`config.mk`:
```
export PLATFORM = sky130hd
export DESIGN_NAME = pk_cache_sched_flat
export DESIGN_NICKNAME = d
export VERILOG_FILES = /design/src/rtl/pk_cache_pkg.sv /design/src/rtl/pk_cache_sched_if.sv /design/src/rtl/pk_rd_pipe.sv /design/src/rtl/pk_cache_sched.sv /design/src/flat_wrapper.sv
export SDC_FILE = /design/constraint.sdc
export NUM_CORES = 1
export LEC_CHECK = 0
export CORE_AREA = 2 2 131 133
export CTS_BUF_LIST = sky130_fd_sc_hd__clkbuf_8
export DETAILED_ROUTE_END_ITERATION = 7
export DIE_AREA = 0 0 133 135
export HOLD_SLACK_MARGIN = 0.02
export PLACE_DENSITY = 0.68
export RECOVER_POWER = 50
export SLEW_MARGIN = 20
export SYNTH_ARGS = -nofsm -noshare
export SYNTH_HDL_FRONTEND = slang
export SYNTH_HIERARCHICAL = 1
export SYNTH_SLANG_ARGS = --single-unit
```
`constraint.sdc`:
```
create_clock -name clk -period 3.61 [get_ports clk]
set_input_delay 0.361 -clock clk [delete_from_list [all_inputs] [get_ports clk]]
set_output_delay 0.361 -clock clk [all_outputs]
set_load 0.03 [all_outputs]
```
`src/rtl/pk_cache_pkg.sv`:
```
// Shared types and constants for the public-key cache scheduler.
package pk_cache_pkg;

  typedef enum logic [2:0] {
    CLEAR,
    LOAD,
    READY,
    READ,
    DONE
  } state_t;

  localparam logic [1:0] MODE_WR   = 2'b00;
  localparam logic [1:0] MODE_RD   = 2'b01;
  localparam logic [1:0] MODE_HOLD = 2'b11;

  localparam logic [2:0] K_MIN = 3'd3;
  localparam logic [2:0] K_MAX = 3'd4;

  function automatic logic k_legal(input logic [2:0] k);
    return (k >= K_MIN) && (k <= K_MAX);
  endfunction

endpackage

```
`src/rtl/pk_cache_sched_if.sv`:
```
// Loader, encryption-core and cache signals of the key cache scheduler.
interface pk_cache_sched_if #(
  parameter int DATA_WIDTH = 16,
  parameter int NUM_COLS   = 4
);
  localparam int ROW_W = NUM_COLS * DATA_WIDTH;

  logic             load_valid;
  logic             load_ready;
  logic [ROW_W-1:0] load_row;
  logic [15:0]      load_sum;
  logic             key_invalidate;
  logic             enc_start;
  logic [2:0]       enc_k;
  logic             enc_row_valid;
  logic [ROW_W-1:0] enc_row;
  logic [15:0]      enc_sum;
  logic             enc_done;
  logic             enc_error;
  logic             key_loaded;
  logic             cache_clr;
  logic [1:0]       cache_mode;
  logic [2:0]       cache_kyber_k;
  logic             cache_encryption_req;
  logic [ROW_W-1:0] cache_row_in;
  logic [15:0]      cache_sum_in;
  logic [ROW_W-1:0] cache_row_out;
  logic [15:0]      cache_sum_out;
  logic             cache_full;

  modport master (
    input  load_valid, load_row, load_sum, key_invalidate, enc_start, enc_k,
           cache_row_out, cache_sum_out, cache_full,
    output load_ready, enc_row_valid, enc_row, enc_sum, enc_done, enc_error,
           key_loaded, cache_clr, cache_mode, cache_kyber_k,
           cache_encryption_req, cache_row_in, cache_sum_in
  );

  modport slave (
    output load_valid, load_row, load_sum, key_invalidate, enc_start, enc_k,
           cache_row_out, cache_sum_out, cache_full,
    input  load_ready, enc_row_valid, enc_row, enc_sum, enc_done, enc_error,
           key_loaded, cache_clr, cache_mode, cache_kyber_k,
           cache_encryption_req, cache_row_in, cache_sum_in
  );

endinterface

```
`src/rtl/pk_rd_pipe.sv`:
```
// Aligns cache read data with a one-cycle valid and masks the unused column for k=3.
module pk_rd_pipe
  import pk_cache_pkg::*;
#(
  parameter int DATA_WIDTH = 16,
  parameter int NUM_COLS   = 4
) (
  input  logic                           clk,
  input  logic                           rst,
  input  logic                           rd_issue,
  input  logic [2:0]                     kyber_k,
  input  logic [NUM_COLS*DATA_WIDTH-1:0] row_in,
  input  logic [15:0]                    sum_in,
  output logic                           row_valid,
  output logic [NUM_COLS*DATA_WIDTH-1:0] row_out,
  output logic [15:0]                    sum_out
);

  localparam int ROW_W = NUM_COLS * DATA_WIDTH;

  logic [ROW_W-1:0] row_masked;

  always_comb begin
    row_masked = row_in;
    if (kyber_k == K_MIN) row_masked[ROW_W-1 -: DATA_WIDTH] = '0;
  end

  always_ff @(posedge clk or posedge rst) begin
    if (rst) begin
      row_valid <= 1'b0;
      row_out   <= '0;
      sum_out   <= '0;
    end else begin
      row_valid <= rd_issue;
      if (rd_issue) begin
        row_out <= row_masked;
        sum_out <= sum_in;
      end
    end
  end

endmodule

```
`src/rtl/pk_cache_sched.sv`:
```
// Sequences key loading into the row cache and single-use read passes to the encryption core.
//
// state | meaning
// CLEAR | one-cycle cache clear, counters rewound
// LOAD  | accepting NUM_ROWS rows, then waiting on cache_full
// READY | complete key held, waiting for enc_start
// READ  | issuing NUM_ROWS consecutive cache reads
// DONE  | last row valid, enc_done pulse; key consumed
module pk_cache_sched
  import pk_cache_pkg::*;
#(
  parameter int DATA_WIDTH = 16,
  parameter int NUM_ROWS   = 8,
  parameter int NUM_COLS   = 4
) (
  input  logic              clk,
  input  logic              rst,
  pk_cache_sched_if.master  bus
);

  localparam int ROW_W = NUM_COLS * DATA_WIDTH;
  localparam int CNT_W = $clog2(NUM_ROWS + 1);
  localparam logic [CNT_W-1:0] ROWS_C  = CNT_W'(NUM_ROWS);
  localparam logic [CNT_W-1:0] LAST_RD = CNT_W'(NUM_ROWS - 1);

  state_t           state_q, state_d;
  logic [CNT_W-1:0] wr_cnt_q, wr_cnt_d;
  logic [CNT_W-1:0] rd_cnt_q, rd_cnt_d;
  logic [2:0]       k_q, k_d;
  logic             enc_error_q, enc_error_d;

  logic             load_ready;
  logic             wr_fire;
  logic             rd_issue;
  logic             start_ok;
  logic             clr;
  logic             key_loaded;
  logic             done;
  logic [1:0]       mode;

  always_ff @(posedge clk or posedge rst) begin
    if (rst) begin
      state_q     <= CLEAR;
      wr_cnt_q    <= '0;
      rd_cnt_q    <= '0;
      k_q         <= K_MIN;
      enc_error_q <= 1'b0;
    end else begin
      state_q     <= state_d;
      wr_cnt_q    <= wr_cnt_d;
      rd_cnt_q    <= rd_cnt_d;
      k_q         <= k_d;
      enc_error_q <= enc_error_d;
    end
  end

  always_comb begin
    state_d    = state_q;
    wr_cnt_d   = wr_cnt_q;
    rd_cnt_d   = rd_cnt_q;
    k_d        = k_q;
    load_ready = 1'b0;
    wr_fire    = 1'b0;
    rd_issue   = 1'b0;
    start_ok   = 1'b0;
    clr        = 1'b0;
    key_loaded = 1'b0;
    done       = 1'b0;
    mode       = MODE_HOLD;

    case (state_q)
      CLEAR: begin
        clr      = 1'b1;
        wr_cnt_d = '0;
        rd_cnt_d = '0;
        state_d  = LOAD;
      end
      LOAD: begin
        load_ready = (wr_cnt_q < ROWS_C);
        wr_fire    = load_ready && bus.load_valid;
        if (wr_fire) begin
          mode     = MODE_WR;
          wr_cnt_d = wr_cnt_q + 1'b1;
        end
        if ((wr_cnt_q == ROWS_C) && bus.cache_full) state_d = READY;
      end
      READY: begin
        key_loaded = 1'b1;
        if (bus.enc_start && k_legal(bus.enc_k)) begin
          start_ok = 1'b1;
          k_d      = bus.enc_k;
          rd_cnt_d = '0;
          state_d  = READ;
        end
      end
      READ: begin
        key_loaded = 1'b1;
        mode       = MODE_RD;
        rd_issue   = 1'b1;
        if (rd_cnt_q < ROWS_C) rd_cnt_d = rd_cnt_q + 1'b1;
        if (rd_cnt_q == LAST_RD) state_d = DONE;
      end
      DONE: begin
        key_loaded = 1'b1;
        done       = 1'b1;
        state_d    = CLEAR;
      end
      default: state_d = CLEAR;
    endcase

    // An invalidated key must not be read any further, nor start a new pass.
    if (bus.key_invalidate && (state_q != CLEAR)) begin
      state_d  = CLEAR;
      start_ok = 1'b0;
      rd_issue = 1'b0;
      k_d      = k_q;
    end

    enc_error_d = bus.enc_start && !start_ok;
  end

  pk_rd_pipe #(
    .DATA_WIDTH (DATA_WIDTH),
    .NUM_COLS   (NUM_COLS)
  ) u_rd_pipe (
    .clk       (clk),
    .rst       (rst),
    .rd_issue  (rd_issue),
    .kyber_k   (k_q),
    .row_in    (bus.cache_row_out),
    .sum_in    (bus.cache_sum_out),
    .row_valid (bus.enc_row_valid),
    .row_out   (bus.enc_row),
    .sum_out   (bus.enc_sum)
  );

  // Gate with rst so the clear pulse belongs to the first cycle after release only.
  assign bus.cache_clr            = clr && !rst;
  assign bus.load_ready           = load_ready;
  assign bus.key_loaded           = key_loaded;
  assign bus.enc_done             = done;
  assign bus.enc_error            = enc_error_q;
  assign bus.cache_mode           = mode;
  assign bus.cache_kyber_k        = k_q;
  assign bus.cache_encryption_req = rd_issue;
  assign bus.cache_row_in         = bus.load_row;
  assign bus.cache_sum_in         = bus.load_sum;

endmodule

```
`src/flat_wrapper.sv`:
```
// flat-port wrapper written by rule: the top's interface ports become plain ports
module pk_cache_sched_flat import pk_cache_pkg::*;
#(
  parameter int DATA_WIDTH = 16,
  parameter int NUM_ROWS   = 8,
  parameter int NUM_COLS   = 4
)
  (clk, rst, bus_load_valid, bus_load_row, bus_load_sum, bus_key_invalidate, bus_enc_start, bus_enc_k, bus_cache_row_out, bus_cache_sum_out, bus_cache_full, bus_load_ready, bus_enc_row_valid, bus_enc_row, bus_enc_sum, bus_enc_done, bus_enc_error, bus_key_loaded, bus_cache_clr, bus_cache_mode, bus_cache_kyber_k, bus_cache_encryption_req, bus_cache_row_in, bus_cache_sum_in);
  pk_cache_sched_if #(.DATA_WIDTH(DATA_WIDTH), .NUM_COLS(NUM_COLS)) bus_i ();
  input  logic clk;
  input  logic rst;
  input wire logic [$bits(bus_i.load_valid)-1:0] bus_load_valid;
  input wire logic [$bits(bus_i.load_row)-1:0] bus_load_row;
  input wire logic [$bits(bus_i.load_sum)-1:0] bus_load_sum;
  input wire logic [$bits(bus_i.key_invalidate)-1:0] bus_key_invalidate;
  input wire logic [$bits(bus_i.enc_start)-1:0] bus_enc_start;
  input wire logic [$bits(bus_i.enc_k)-1:0] bus_enc_k;
  input wire logic [$bits(bus_i.cache_row_out)-1:0] bus_cache_row_out;
  input wire logic [$bits(bus_i.cache_sum_out)-1:0] bus_cache_sum_out;
  input wire logic [$bits(bus_i.cache_full)-1:0] bus_cache_full;
  output wire logic [$bits(bus_i.load_ready)-1:0] bus_load_ready;
  output wire logic [$bits(bus_i.enc_row_valid)-1:0] bus_enc_row_valid;
  output wire logic [$bits(bus_i.enc_row)-1:0] bus_enc_row;
  output wire logic [$bits(bus_i.enc_sum)-1:0] bus_enc_sum;
  output wire logic [$bits(bus_i.enc_done)-1:0] bus_enc_done;
  output wire logic [$bits(bus_i.enc_error)-1:0] bus_enc_error;
  output wire logic [$bits(bus_i.key_loaded)-1:0] bus_key_loaded;
  output wire logic [$bits(bus_i.cache_clr)-1:0] bus_cache_clr;
  output wire logic [$bits(bus_i.cache_mode)-1:0] bus_cache_mode;
  output wire logic [$bits(bus_i.cache_kyber_k)-1:0] bus_cache_kyber_k;
  output wire logic [$bits(bus_i.cache_encryption_req)-1:0] bus_cache_encryption_req;
  output wire logic [$bits(bus_i.cache_row_in)-1:0] bus_cache_row_in;
  output wire logic [$bits(bus_i.cache_sum_in)-1:0] bus_cache_sum_in;
  assign bus_i.load_valid = bus_load_valid;
  assign bus_i.load_row = bus_load_row;
  assign bus_i.load_sum = bus_load_sum;
  assign bus_i.key_invalidate = bus_key_invalidate;
  assign bus_i.enc_start = bus_enc_start;
  assign bus_i.enc_k = bus_enc_k;
  assign bus_i.cache_row_out = bus_cache_row_out;
  assign bus_i.cache_sum_out = bus_cache_sum_out;
  assign bus_i.cache_full = bus_cache_full;
  assign bus_load_ready = bus_i.load_ready;
  assign bus_enc_row_valid = bus_i.enc_row_valid;
  assign bus_enc_row = bus_i.enc_row;
  assign bus_enc_sum = bus_i.enc_sum;
  assign bus_enc_done = bus_i.enc_done;
  assign bus_enc_error = bus_i.enc_error;
  assign bus_key_loaded = bus_i.key_loaded;
  assign bus_cache_clr = bus_i.cache_clr;
  assign bus_cache_mode = bus_i.cache_mode;
  assign bus_cache_kyber_k = bus_i.cache_kyber_k;
  assign bus_cache_encryption_req = bus_i.cache_encryption_req;
  assign bus_cache_row_in = bus_i.cache_row_in;
  assign bus_cache_sum_in = bus_i.cache_sum_in;
  pk_cache_sched #(.DATA_WIDTH(DATA_WIDTH), .NUM_ROWS(NUM_ROWS), .NUM_COLS(NUM_COLS)) u_core (.clk(clk), .rst(rst), .bus(bus_i));
endmodule
```
# == Word-level counts from Yosys, hierarchy flattened ==
# Cells that the tools add are included.
# word_totals
regBits,96
in_bits,169
output_inout_bits,172
elab_cells,68
# classes
n_addsub,2
magnitude_cmp,4
n_eq_ne,13
mux,22
bitwise,1
n_reduce_logical,18
# op_table
op,count
16-bit two-way mux,1
3-bit two-way mux,4
4-bit two-way mux,3
3-bit one-hot mux with 4 select lines,1
4-bit one-hot mux with 3 select lines,1
"3-bit by 2-bit == test with 1-bit output, second input constant",3
1-bit two-way mux,9
"3-bit by 1-bit inequality test with 1-bit output, second input constant",3
3-bit AND reduction,3
"4-bit by 1-bit adder with 4-bit output, second input constant",2
"4-bit less-than comparator, second input constant",2
4-bit one-hot mux with 2 select lines,1
1-bit logical AND,7
"2-bit by 1-bit inequality test with 1-bit output, second input constant",3
3-bit nonzero test,2
"4-bit by 3-bit == test with 1-bit output, second input constant",1
"4-bit == test, second input constant",1
2-bit one-hot mux with 2 select lines,1
"3-bit by 1-bit == test with 1-bit output, second input constant",1
"3-bit == test, second input constant",1
"3-bit by 2-bit greater-or-equal comparator with 1-bit output, second input constant",1
"3-bit less-or-equal comparator, second input constant",1
3-bit logical NOT,1
3-bit OR reduction,1
5 further kinds,6

# == Logic depth before layout (Yosys ltp) ==
# logic_depth
ltp_word,8
depth_mapped,8
mapped_depth_nobuf,5

# == Modules after synthesis ==
# Netlist, hierarchy kept.
# by_module_without_submodules
module,n_inst,cells_per_inst,area_each_um2,seq_area_each_um2
pk_rd_pipe,1,208,3094.2,2026.9
pk_cache_sched,1,164,1482.7,377.9

# == Worst setup path before layout ==
# OpenSTA, ideal clock, no wires.
# synth_path
kind,register to output
from,register u_core.state_q[1]
to,output bus_cache_mode[1]
arrival_ns,1.852
required_time_ns,3.249
setup_slack_ns,1.397
path_stages_with_launch,5
path_buffers,1
path_cell_list,dfrtp_1 -> buf_6 -> nor4b_4 -> nand2_1 -> and2_1
# synth_between
elab_chain_len,2
word_cells_on_any_way,3
classes_between,2 x eq/ne; 1 x mux
# synth_rtl
item,line,source
from (decl),pk_cache_sched.sv:26,"state_t state_q, state_d;"
from (signal assigned),pk_cache_sched.sv:49,state_q <= state_d;
3-bit by 2-bit == test with 1-bit output / 3-bit by 1-bit == test with 1-bit output (equally long branches),pk_cache_sched.sv:71,case (state_q)
2-bit one-hot mux with 2 select lines (*),pk_cache_sched.sv:71,
to (decl),flat_wrapper.sv:29,output wire logic [$bits(bus_i.cache_mode)-1:0] bus_cache_mode;
# Mark *: on every way between the ends. The rest lies on a longest branch, timed or not.

# == Final worst setup path ==
# Same ends and word-level chain as after synthesis.

==> metrics <==
combinational power share 53.6%; Cell Int Power 3210 µW; DP Wirelength 7.93 mm; clock share of power 12.3%; status complete, but fails checks; hold buffer count at cts 0; Initial DRC Count 94; Final Max Tran Viols 82; clock sink count 96; Placed Area 5980 µm²; CTS tree yes; initial core utilization 27.9%; Setup Skew 0.0106 ns; average wire per standard cell 15.4 µm; Syn Nets 544; clock latency on the worst-skew pair 0.37 ns; cell taking the most area after synthesis dfrtp_1; # diodes 0; storage element area 2400 µm²; Final Wtd Congestion 0.727; overall power consumption 5480 µW; VDD IR max 0.362 mV; post-synth top area share 51.4%; unrepaired setup endpoints after global routing no; post-CTS setup buffers 0; leakage power 0.00256 µW; Worst-path clk slew 0.10 ns; post-route minimum period 2.70 ns; footprint of the multi-input gates 1360 µm²; critical path required time 3.25 ns; synthesis-stage register bit count 96; fillcell total 1579; Final setup viols 0; Ports 341; Tot GR Track Use 11.8%; Critical Path Start Type flip-flop; Routed WL 10.7 mm; Die ar. 18000 µm²; period utilization 74.7%; vias in the first global route 3200; layout cell share with drive strength beyond 1 19.6%; first-pass GRT wire length 16.7 mm; Clock Path Buffers 2; setup TNS 0 ns; Final Cell Area 6140 µm²; initial antenna violation count 0; Least-Margin Pin Slew 2.00 ns; syn avg cell area 12.3 µm²; vias 3011; fmax 371 MHz; worst min path class flip-flop to flip-flop; Die H 135 µm; Hold Violations, Final 0; most frequent cells in the layout clkdlybuf4s50_1, dfrtp_1, mux2_2; PD cells 892 nW/µm²; Post-Syn Area 4580 µm²; Via-to-Cell Ratio 4.34; crit path DAT 2.34 ns; Reg power frac 34.1%; Placement Setup Slack 1.25 ns; synth warn 6; cts bufs inserted 9; input/output buffers 180; relative slew slack -33.1%; post-route ant nets 0; drt drc 0; final setup margin 0.912 ns; H-tree depth reported by CTS 3; Switching Share 41.4%; Final nets 641; Synth cell types 41; Setup CP Type flip-flop to primary output; Die Wd 133 µm; cts repair resizes 0; GR Overflow Total 0; most common cell after layout, fill and taps aside clkdlybuf4s50_1; CP endpoint kind primary output; row count 47; Max Cap Viol 1; core box area 16400 µm²; Critical Path Fanout Max 12; failing checks capacitance limit, slew limit; post-synthesis cell count 372; Synth area leaders dfrtp_1, mux2_2, buf_4; Net Switching 2270 µW; internal reg-to-reg setup slack 1.47 ns; Root Buffer clkbuf_8; area delta synth->final 34.1%; sequential area share after synthesis 52.5%; pin count of the biggest net entering global routing 100; drt pass-1 iters 4
[state kept, by name (all words and copies together), names as in the netlist]
name	cells
u_core/u_rd_pipe/sum_out	16
u_core/wr_cnt_q	4
u_core/u_rd_pipe/row_valid	1
u_core/state_q	3
u_core/bus.cache_kyber_k	3
u_core/u_rd_pipe/row_out	64
u_core/rd_cnt_q	4
u_core/bus.enc_error	1
[critical path, cell delays in order (launching register included)]
cell,delay [ns]
dfrtp_1,0.55
nor4b_4,0.43
nand2_1,0.20
and2_1,0.20
clkdlybuf4s50_1,0.59
[cell type report]
type                       instances  area share [%]
sequential                        96            39.2
timing repair buffer             182            29.8
multi-input combinational        156            22.1
tap                              220            4.48
clock buffer                       9            2.02
inverter                          24            1.49
clock inverter                     7           0.999
[Yosys cell counts]
master	n
nor2_1	8
or2b_1	1
nor2b_1	1
a222oi_1	1
and4b_1	1
a31oi_2	1
nand2_1	20
mux2i_1	1
mux2_2	58
nor3_1	1
buf_4	80
nor3b_1	2
o21a_1	2
nand3b_2	1
buf_6	5
a21o_2	1
inv_1	24
nand4b_1	1
o21ai_0	2
and2_1	2
a211o_1	1
nand3_1	8
or3_1	1
a31o_2	1
nor4b_1	2
dfstp_2	2
and3b_1	1
o22ai_1	17
nor4b_4	1
mux2_4	9
nor4_4	1
buf_2	11
o32ai_1	1
o21bai_1	1
a32o_1	1
nand4_1	1
ha_1	3
nand3b_1	1
a21o_1	1
dfrtp_1	94
a211oi_1	1
[cell families after synthesis]
logic type / count (synthesis) / synth area share [%]
AND/OR/NAND/NOR: 54 / 6.83
AO/OA/AOI/OAI: 31 / 4.84
flip-flops: 96 / 52.5
buffers and inverters: 120 / 17.5
multiplexers: 68 / 17.4
adder cells (fa/ha/maj): 3 / 0.820
[routing by layer]
metal | vias up | wire length [µm] | global-route usage, %
li1 | 1370 | - | -
met1 | 1451 | 3940 | 12.3
met2 | 167 | 5570 | 20.6
met3 | 23 | 1010 | 5.78
met4 | 0 | 199 | 4.30
met5 | - | 0 | 0
[worst paths after layout]
check | startpoint | end | cells past startpoint
worst min register to register | u_core/u_rd_pipe/row_out[22]$_DFFE_PP0P_ | u_core/u_rd_pipe/row_out[22]$_DFFE_PP0P_ | 1
worst min-delay path | u_core/u_rd_pipe/row_out[22]$_DFFE_PP0P_ | u_core/u_rd_pipe/row_out[22]$_DFFE_PP0P_ | 1
worst max-delay path | u_core/state_q[1]$_DFFE_PP0P_ | bus_cache_mode[1] | 4
min in group asynchronous | rst | u_core/wr_cnt_q[2]$_DFFE_PP0P_ | 2
max in group asynchronous | rst | u_core/u_rd_pipe/row_out[53]$_DFFE_PP0P_ | 3
worst max register to register | u_core/state_q[1]$_DFFE_PP0P_ | u_core/u_rd_pipe/row_out[19]$_DFFE_PP0P_ | 4
[per-stage QoR]
| step | hold slack [ns] | std cells | util (%) |
|---|---|---|---|
| finish | 0.513 | 694 | 37.4 |
| global route | 0.518 | 694 | 37.4 |
| CTS | 0.426 | 694 | 37.6 |
| detailed placement | 0.495 | 678 | 36.4 |
| global placement | 0.489 | 678 | 36.4 |
| floorplan | 0.261 | 372 | - |
[power groups by stage]
stage	combinational [µW]	clock, µW	sequential [µW]
after CTS	2970	716	1880
final	2940	671	1870
after floorplan	970	0	2780
after detailed placement	2960	0	1900
after global placement	2920	0	1860
after global routing	3080	762	1940
No activity file was read; power rests on OpenSTA's default activity.
